File: src/rtl/wb_pkg.sv
// Shared types for the writeback stage: source selects, load types, FSM states.
package wb_pkg;

    typedef enum logic [2:0] {
        WB_ALU    = 3'b000,
        WB_MEM    = 3'b001,
        WB_PC_IMM = 3'b010,
        WB_IMM    = 3'b011,
        WB_PC4    = 3'b101
    } wb_sel_e;

    typedef enum logic [2:0] {
        LB  = 3'b000,
        LH  = 3'b001,
        LW  = 3'b010,
        LBU = 3'b100,
        LHU = 3'b101
    } ld_f3_e;

    typedef enum logic {
        IDLE      = 1'b0,
        LOAD_WAIT = 1'b1
    } wb_state_e;

    // True for the five load encodings the stage understands.
    function automatic logic f3_legal(input logic [2:0] f3);
        logic ok;
        case (f3)
            LB, LH, LW, LBU, LHU: ok = 1'b1;
            default:              ok = 1'b0;
        endcase
        return ok;
    endfunction

endpackage

File: src/rtl/wb_stage_load_extend.sv
// Sub-word lane extraction and sign/zero extension of a load word,
// plus the alignment check for the requested access size.
module load_extend #(
    parameter int XLEN = 32
) (
    input  logic [XLEN-1:0] rdata,
    input  logic [2:0]      funct3,
    input  logic [1:0]      off,
    output logic [XLEN-1:0] data,
    output logic            misalign
);
    import wb_pkg::*;

    logic [7:0]  b_lane;
    logic [15:0] h_lane;
    logic [31:0] w_lane;

    // Pick the addressed lane and extend it to the full datapath width.
    always_comb begin
        b_lane   = rdata[{off, 3'b000} +: 8];
        h_lane   = rdata[{off[1], 4'b0000} +: 16];
        w_lane   = rdata[31:0];
        data     = '0;
        misalign = 1'b0;
        case (funct3)
            LB:  data = XLEN'($signed(b_lane));
            LBU: data = XLEN'(b_lane);
            LH: begin
                data     = XLEN'($signed(h_lane));
                misalign = off[0];
            end
            LHU: begin
                data     = XLEN'(h_lane);
                misalign = off[0];
            end
            LW: begin
                data     = XLEN'($signed(w_lane));
                misalign = (off != 2'b00);
            end
            default: data = '0;
        endcase
    end

endmodule

File: src/rtl/wb_stage.sv
// Registered writeback stage. Non-load results are written one cycle after
// acceptance; loads wait in LOAD_WAIT for mem_rvalid, bounded by a timeout.
// Handshake: a request transfers on a cycle where in_valid && in_ready;
// in_ready is high only in IDLE, so a pending load stalls the front end.
module wb_stage #(
    parameter int XLEN        = 32,
    parameter int REG_AW      = 5,
    parameter int TIMEOUT_CYC = 64
) (
    input  logic              clk,
    input  logic              rstn,
    input  logic              in_valid,
    output logic              in_ready,
    input  logic [2:0]        in_sel,
    input  logic [REG_AW-1:0] in_rd,
    input  logic [2:0]        in_funct3,
    input  logic [1:0]        in_off,
    input  logic [XLEN-1:0]   alu_out,
    input  logic [XLEN-1:0]   pc_imm,
    input  logic [XLEN-1:0]   pc_4,
    input  logic [XLEN-1:0]   imm,
    input  logic [XLEN-1:0]   mem_rdata,
    input  logic              mem_rvalid,
    output logic              rf_we,
    output logic [REG_AW-1:0] rf_waddr,
    output logic [XLEN-1:0]   rf_wdata,
    output logic              busy,
    output logic              err_misalign,
    output logic              err_timeout,
    output logic              err_sel,
    output logic              dbg_state
);
    import wb_pkg::*;

    localparam int CW = (TIMEOUT_CYC > 2) ? $clog2(TIMEOUT_CYC) : 1;
    localparam logic [CW-1:0] CNT_LAST = CW'(TIMEOUT_CYC - 1);

    wb_state_e         state, state_d;
    logic [CW-1:0]     cnt, cnt_d;
    logic [REG_AW-1:0] ld_rd, ld_rd_d;
    logic [2:0]        ld_f3, ld_f3_d;
    logic [1:0]        ld_off, ld_off_d;
    logic              we_d, emis_d, eto_d, esel_d;
    logic [REG_AW-1:0] waddr_d;
    logic [XLEN-1:0]   wdata_d;

    logic [2:0]        ext_f3;
    logic [1:0]        ext_off;
    logic [XLEN-1:0]   ext_data;
    logic              ext_mis;

    assign in_ready  = (state == IDLE);
    assign busy      = (state == LOAD_WAIT);
    assign dbg_state = state;

    // In IDLE the extender checks the incoming request; while waiting it
    // formats the response using the latched load attributes.
    assign ext_f3  = (state == IDLE) ? in_funct3 : ld_f3;
    assign ext_off = (state == IDLE) ? in_off    : ld_off;

    load_extend #(.XLEN(XLEN)) u_ext (
        .rdata    (mem_rdata),
        .funct3   (ext_f3),
        .off      (ext_off),
        .data     (ext_data),
        .misalign (ext_mis)
    );

    // Next-state and next-output decode; writes to x0 are suppressed.
    always_comb begin
        state_d  = state;
        cnt_d    = cnt;
        ld_rd_d  = ld_rd;
        ld_f3_d  = ld_f3;
        ld_off_d = ld_off;
        we_d     = 1'b0;
        waddr_d  = rf_waddr;
        wdata_d  = rf_wdata;
        emis_d   = 1'b0;
        eto_d    = 1'b0;
        esel_d   = 1'b0;
        case (state)
            IDLE: begin
                if (in_valid) begin
                    case (in_sel)
                        WB_ALU, WB_PC_IMM, WB_IMM, WB_PC4: begin
                            if (in_rd != '0) begin
                                we_d    = 1'b1;
                                waddr_d = in_rd;
                                case (in_sel)
                                    WB_PC_IMM: wdata_d = pc_imm;
                                    WB_IMM:    wdata_d = imm;
                                    WB_PC4:    wdata_d = pc_4;
                                    default:   wdata_d = alu_out;
                                endcase
                            end
                        end
                        WB_MEM: begin
                            if (!f3_legal(in_funct3)) begin
                                esel_d = 1'b1;
                            end else if (ext_mis) begin
                                emis_d = 1'b1;
                            end else begin
                                state_d  = LOAD_WAIT;
                                cnt_d    = '0;
                                ld_rd_d  = in_rd;
                                ld_f3_d  = in_funct3;
                                ld_off_d = in_off;
                            end
                        end
                        default: esel_d = 1'b1;
                    endcase
                end
            end
            LOAD_WAIT: begin
                if (mem_rvalid) begin
                    state_d = IDLE;
                    if (ld_rd != '0) begin
                        we_d    = 1'b1;
                        waddr_d = ld_rd;
                        wdata_d = ext_data;
                    end
                end else if (cnt == CNT_LAST) begin
                    state_d = IDLE;
                    eto_d   = 1'b1;
                end else begin
                    cnt_d = cnt + CW'(1);
                end
            end
            default: state_d = IDLE;
        endcase
    end

    // State, latched load attributes and registered outputs.
    always_ff @(posedge clk or negedge rstn) begin
        if (!rstn) begin
            state        <= IDLE;
            cnt          <= '0;
            ld_rd        <= '0;
            ld_f3        <= '0;
            ld_off       <= '0;
            rf_we        <= 1'b0;
            rf_waddr     <= '0;
            rf_wdata     <= '0;
            err_misalign <= 1'b0;
            err_timeout  <= 1'b0;
            err_sel      <= 1'b0;
        end else begin
            state        <= state_d;
            cnt          <= cnt_d;
            ld_rd        <= ld_rd_d;
            ld_f3        <= ld_f3_d;
            ld_off       <= ld_off_d;
            rf_we        <= we_d;
            rf_waddr     <= waddr_d;
            rf_wdata     <= wdata_d;
            err_misalign <= emis_d;
            err_timeout  <= eto_d;
            err_sel      <= esel_d;
        end
    end

endmodule

File: config.mk
export PLATFORM = sky130hd
export DESIGN_NAME = wb_stage
export DESIGN_NICKNAME = d
export VERILOG_FILES = /design/src/rtl/wb_pkg.sv /design/src/rtl/wb_stage_load_extend.sv /design/src/rtl/wb_stage.sv
export SDC_FILE = /design/constraint.sdc
export NUM_CORES = 1
export LEC_CHECK = 0
export CORE_MARGIN = 3
export CORE_UTILIZATION = 30
export CTS_CLUSTER_SIZE = 28
export DETAILED_ROUTE_END_ITERATION = 10
export PLACE_DENSITY = 0.64
export REMOVE_ABC_BUFFERS = 1
export SLEW_MARGIN = 10
export SYNTH_ARGS = -nofsm -noshare
export SYNTH_HDL_FRONTEND = slang
export SYNTH_SLANG_ARGS = --single-unit
File: constraint.sdc
create_clock -name clk -period 3.7 [get_ports clk]
set_input_delay 0.37 -clock clk [delete_from_list [all_inputs] [get_ports clk]]
set_output_delay 0.37 -clock clk [all_outputs]
set_load 0.005 [all_outputs]
==> results of run 1 <==
## layout by cell type (no fill, tap or decap), types with 3 or more instances in the layout
cell type          n
xor2_1             3
nand2_1           34
nor2b_1            4
a21oi_1           18
clkdlybuf4s50_1  219
clkbuf_16          9
mux2_2             9
a22oi_1            8
a2111oi_0         16
o211ai_1          10
and2_1             3
nand2b_1          11
o22ai_1           32
a222oi_1           8
o21ai_0           34
nand3_1            8
dfrtp_1           58
mux2_4             9
clkinv_2           5
a211o_1           24
buf_4             13
inv_1             12
nor2_1            27
or3b_2             3
a221oi_1           8
o221ai_1           8
mux2i_1           15
## power groups by stage
| stage | Sequential [mW] | Combinational (mW) | Clock, mW |
|---|---|---|---|
| floorplan | 0.892 | 0.329 | 0 |
| global placement | 0.898 | 0.900 | 0 |
| detailed placement | 0.906 | 0.911 | 0 |
| CTS | 0.899 | 0.919 | 0.787 |
| global route | 0.919 | 0.977 | 0.813 |
| finish | 0.899 | 0.914 | 0.770 |
## final timing paths
path	slack (ns)	from	endpoint	cells after the start
hold reg to reg	0.49	rf_wdata[27]$_DFFE_PN0P_	rf_wdata[27]$_DFFE_PN0P_	1
setup / recovery	1.01	busy$_DFF_PN0_	cnt[0]$_DFFE_PN0P_	8
max in group asynchronous	2.69	rstn	rf_wdata[24]$_DFFE_PN0P_	2
setup reg to reg	1.01	busy$_DFF_PN0_	cnt[0]$_DFFE_PN0P_	8
min in group clk	0.49	rf_wdata[27]$_DFFE_PN0P_	rf_wdata[27]$_DFFE_PN0P_	1
hold / removal	0.14	rstn	rf_we$_DFF_PN0_	1
## state kept, by name, indices dropped and copies added (netlist names), 2 cells and up
name	flops
ld_off	2
ld_rd	5
rf_waddr	5
rf_wdata	32
cnt	6
ld_f3	3
## per-layer routing
layer,vias up,share of wire [%],track usage [%],wire length [um]
li1,2101,-,-,-
met1,2176,41,29.13,7140
met2,225,49,38.72,8589
met3,14,8.1,4.476,1405
met4,0,1.3,5.882,220
met5,-,0,0,0
## layout make-up
cell class,count,area [um2]
fillers,1217,6198
multi-input cells,323,2305
clock buffers,10,239.0
inverters,13,48.80
well taps,172,215.2
clock inverters,6,32.53
flip-flops and latches,58,1451
repair buffers,235,2335
## worst max-delay path, cell delays in order, from the launching register on
cell     delay, ns
dfrtp_1       0.60
buf_4         0.30
inv_2         0.05
buf_4         0.27
mux2i_4       0.24
buf_4         0.22
a22oi_2       0.26
nor2b_1       0.44
o21ai_0       0.16
## cell families (layout without fill, tap and decap cells)
logic type / count (synthesis) / in the layout / share of synthesized area (%)
buffers and inverters: 51 / 264 / 6.105
adders and majority gates: 1 / 1 / 0.3130
muxes: 36 / 36 / 11.36
AOI/OAI and AO/OA: 178 / 178 / 32.00
DFF: 58 / 58 / 36.32
xor gates and xnor gates: 5 / 5 / 1.096
and+or+nand+nor: 103 / 103 / 12.81
## stage by stage
stage	setup WS [ns]	util, %	std cells	hold WS, ns
global route	0.8412	51.67	817	0.2047
floorplan	1.119	-	394	0.07441
detailed placement	0.7992	49.55	801	0.4757
finish	1.010	51.67	817	0.1440
CTS	1.053	51.67	817	0.1781
global placement	0.7816	49.55	801	0.4699
==> flow_metrics.tcl, run 1 <==
set metrics [dict create \
    syn_area_um2 3996 \
    drtPass1Iterations 5 \
    fp.dieW_um 121.4 \
    post-route-min-period_ns 2.690 \
    ant_nets 0 \
    clockBufferDepth 2 \
    grt_pass1_wl_mm 25.56 \
    synth_ff_type "dfrtp_1" \
    setup_tns_ns 0 \
    max_slew_margin_pct 42.35 \
    syn_avg_cell_area_um2 9.251 \
    tritoncts "done" \
    yosysUniqueCellTypes 52 \
    fin_crit_sh_pct 72.70 \
    final_area_um2 6626 \
    synthCells 432 \
    diodes 0 \
    htree_num_levels 3 \
    clk_pin_slew_ns 0.05 \
    core_um2 12820 \
    pwr-share-seq_pct 34.8 \
    finalWirelength_mm 17.36 \
    io_pins 221 \
    initial_core_util_pct 31.16 \
    drc_errors 0 \
    portBuffers 220 \
    dieArea_um2 14740 \
    pwr-share-clk_pct 29.8 \
    critical_path_class "flop to flop" \
    clock_latency_ns 0.33 \
    wl_per_cell_um 21.24 \
    synth_area_leader_cell "dfrtp_1" \
    fmax_mhz 371.8 \
    synthTopCellsByCount "dfrtp_1 (58), nand2_1 (34), o21ai_0 (34)" \
    slew_viol_final 0 \
    yosysWarnings 0 \
    ys_async_sr_fraction_pct 100.0 \
    synth_area_leaders "dfrtp_1 (36%), a211o_1 (5.3%), o22ai_1 (5.0%), o21ai_0 (4.3%), mux2i_1 (3.8%)" \
    hp-class "input pin to asynchronous set/reset pin" \
    vias 4516 \
    switching_share_pct 29.85 \
    yosys.area.top_type_share_pct 36.32 \
    intPower_mw 1.812 \
    crit_path_end_kind "flop" \
    track_usage_pct 22.62 \
    synth_edf_count 0 \
    cts_resized 0 \
    finalClockSkew_ns 0.006398 \
    antenna_found_initial 0 \
    ys_seq_area_share_pct 36.32 \
    grt_pass1_vias 4502 \
    irDropWorstVdd_mv 0.1690 \
    worst_slew_pin_slew_ns 0.8648 \
    drive_above_1_share_pct 9.922 \
    dr.first_iter.drc_count 368 \
    grt_max_degree 39 \
    cp.arrival_ns 2.89 \
    rsz0062_at_grt "no" \
    cp_max_fo 37 \
    p_leak_nw 2.711 \
    power_density_nw_per_um2 389.9 \
    via_per_inst 5.528 \
    overflow 0 \
    cts_setup_buffers 0 \
    ctsHoldBuffers 0 \
    finalHoldViolations 0 \
    nets 818 \
    num_rows 41 \
    max-cap-violations 0 \
    comb_power_share_pct 35.4 \
    setup_viol 0 \
    critPathLaunchType "flop" \
    power.total_mw 2.584 \
    die_h_um 121.4 \
    placed_area_um2 6355 \
    clockRootBuffer "clkbuf_16" \
    cts.sinks 58 \
    gp_congestion 0.8429 \
    ys_ff_latch 58 \
    cts_buffers 9 \
    status "complete, no violations" \
    switchingPower_mw 0.7713 \
    crit_required_ns 3.90 \
    yosysMostFrequentCell "dfrtp_1" \
    synthToLayoutAreaGrowth_pct 65.81 \
    dpl.hpwl_mm 13.15 \
]
Note: power is estimated with default switching activity, not from simulation.
==> run 2, diff against run 1 <==
--- a/config.mk
+++ b/config.mk
@@ -9,7 +9,7 @@
 export CORE_UTILIZATION = 30
 export CTS_CLUSTER_SIZE = 28
 export DETAILED_ROUTE_END_ITERATION = 10
-export PLACE_DENSITY = 0.64
+export PLACE_DENSITY = 0.66
 export REMOVE_ABC_BUFFERS = 1
 export SLEW_MARGIN = 10
 export SYNTH_ARGS = -nofsm -noshare
==> constraint.sdc (replaced) <==
create_clock -name clk -period 2.3 [get_ports clk]
set_input_delay 0.23 -clock clk [delete_from_list [all_inputs] [get_ports clk]]
set_output_delay 0.23 -clock clk [all_outputs]
set_load 0.005 [all_outputs]
==> run 2 against run 1 <==
Wire length is 1.6% lower. Core utilization is 3.2 points higher. Non-clock buffer count is 39 higher. Worst setup slack worse by 0.92 ns. Critical path depth is 1 lower. Largest power group unchanged. Combinational power is 68% higher. Total power is 71% higher. Clock power is 88% higher. Die area stayed put. Fmax is 22% higher.
==> flow_metrics.tcl, run 2 (same netlist as run 1, synthesis figures left out) <==
set metrics [dict create \
    clk_pin_slew_ns 0.06 \
    initial_core_util_pct 31.16 \
    fp.dieW_um 121.4 \
    switchingPower_mw 1.221 \
    power_density_nw_per_um2 628.8 \
    cp.arrival_ns 2.42 \
    final_area_um2 7038 \
    status "complete, no violations" \
    ant_nets 0 \
    crit_start "busy$_DFF_PN0_" \
    n_fill_cell 1144 \
    comb_power_share_pct 34.8 \
    switching_share_pct 27.58 \
    clock_latency_ns 0.33 \
    cp_max_fo 16 \
    final_util_pct 54.88 \
    reg2reg_to "rf_wdata[31]$_DFFE_PN0P_" \
    max_slew_margin_pct 54.72 \
    r2r_start "busy$_DFF_PN0_" \
    finalClockSkew_ns 0.005622 \
    drive_above_1_share_pct 14.91 \
    setup_viol 0 \
    tritoncts "done" \
    clockRootBuffer "clkbuf_16" \
    irDropWorstVdd_mv 0.2798 \
    max-cap-violations 0 \
    diodes 0 \
    crit_required_ns 2.51 \
    nets 857 \
    pwr-share-seq_pct 32.5 \
    top_register "rf_wdata" \
    via_per_inst 5.428 \
    track_usage_pct 22.54 \
    fmax_mhz 452.6 \
    largest_reg_flops 32 \
    dpl.hpwl_mm 13.66 \
    r2r_cells 7 \
    power.total_mw 4.426 \
    critPathLaunchType "flop" \
    dieArea_um2 14740 \
    worst_slew_pin_slew_ns 0.6792 \
    intPower_mw 3.205 \
    gp_congestion 0.8480 \
    fin_crit_sh_pct 96.06 \
    drtPass1Iterations 5 \
    grt_max_degree 32 \
    final_cell_mix "clkdlybuf4s50_1 (219), dfrtp_1 (58), buf_4 (46), nand2_1 (34), o21ai_0 (33)" \
    clockBufferDepth 2 \
    place_ws_ns -0.2167 \
    post-route-min-period_ns 2.209 \
    antenna_found_initial 0 \
    overflow 0 \
    portBuffers 220 \
    vias 4646 \
    die_h_um 121.4 \
    hp-class "input pin to asynchronous set/reset pin" \
    layout_commonest_cell "clkdlybuf4s50_1" \
    worst_slack_ns 0.09064 \
    rsz0062_at_grt "no" \
    cts_buffers 9 \
    finalHoldViolations 0 \
    pwr-share-clk_pct 32.7 \
    cp-endpoint "rf_wdata[31]$_DFFE_PN0P_" \
    cts.sinks 58 \
    finalWirelength_mm 17.08 \
    grt_pass1_wl_mm 25.79 \
    drc_errors 0 \
    synthToLayoutAreaGrowth_pct 76.11 \
    top_regs "rf_wdata: 32 flops, cnt: 6 flops" \
    num_rows 41 \
    wl_per_cell_um 19.95 \
    crit_path_end_kind "flop" \
    slew_viol_final 0 \
    htree_num_levels 3 \
    dr.first_iter.drc_count 274 \
    cts_setup_buffers 0 \
    p_leak_nw 2.938 \
    grt_pass1_vias 4717 \
    rrSetupSlack_ns 0.09 \
    critical_path_class "flop to flop" \
    setup_tns_ns 0 \
    placed_area_um2 6703 \
    core_um2 12820 \
    io_pins 221 \
]
run 2: cell count changes in the layout (fill, tap and decap cells not counted), sizes merged:
| cell | delta |
|---|---|
| clkbuf | +1 |
| buf | +38 |
| clkinv | -3 |
| bufinv | +2 |
| dlygate4sd3 | +1 |
run 2: worst min-delay path by stage:
| stage | cells after the start | endpoint | startpoint | slack, ns |
|---|---|---|---|---|
| floorplan | 0 | busy$_DFF_PN0_ | rstn | -0.07 |
| global placement | 1 | rf_we$_DFF_PN0_ | rstn | 0.30 |
| detailed placement | 1 | rf_we$_DFF_PN0_ | rstn | 0.31 |
| CTS | 2 | rf_we$_DFF_PN0_ | rstn | 0.49 |
| global route | 1 | rf_wdata[30]$_DFFE_PN0P_ | rf_wdata[30]$_DFFE_PN0P_ | 0.49 |
| finish | 2 | rf_we$_DFF_PN0_ | rstn | 0.48 |
run 2: metal layers:
metal  global-route usage (%)  vias to the layer above  routed length [um]  share of wire (%)
met1                    27.41                     2224                6929                 41
met4                    7.633                        0                 476                2.8
met2                    38.96                      198                8413                 49
met3                    5.361                       34                1259                7.4
met5                        0                        -                   0                  0
li1                         -                     2190                   -                  -
run 2: area by class of cell:
| type | count | area (um2) | share of cell area (%) |
|---|---|---|---|
| clock buffer | 11 | 242.7 | 3.449 |
| clock inverter | 5 | 77.57 | 1.102 |
| inverter | 13 | 48.80 | 0.6933 |
| multi-input combinational | 323 | 2310 | 32.82 |
| sequential | 58 | 1451 | 20.62 |
| tap | 172 | 215.2 | 3.058 |
| timing repair buffer | 274 | 2693 | 38.26 |
run 2: power by group through the flow:
stage,sequential [mW],combinational [mW],clock (mW)
floorplan,1.43,0.530,0
global placement,1.44,1.51,0
detailed placement,1.45,1.54,0
CTS,1.44,1.55,1.47
global route,1.48,1.65,1.53
finish,1.44,1.54,1.45
run 2: repair_timing:
| action | in CTS | in global routing |
|---|---|---|
| endpoints found under the setup margin | 7 | 2 |
| cloned | 0 | 0 |
| endpoints found under the hold margin | 27 | 0 |
| gates resized for setup | 1 | 2 |
| hold buffers | 1 | 0 |
run 2: critical path, stage by stage, from the launching register on:
cell,delay (ns)
dfrtp_1,0.37
buf_4,0.21
mux2i_4,0.31
mux2_2,0.41
a22oi_4,0.21
buf_12,0.17
a21oi_1,0.12
a211o_1,0.28
run 2: metrics by stage:
| step | instances | hold WS [ns] |
|---|---|---|
| after floorplan | 394 | -0.06559 |
| after global placement | 839 | 0.3025 |
| after detailed placement | 839 | 0.3069 |
| after CTS | 856 | 0.4874 |
| after global routing | 856 | 0.4918 |
| final | 856 | 0.4777 |
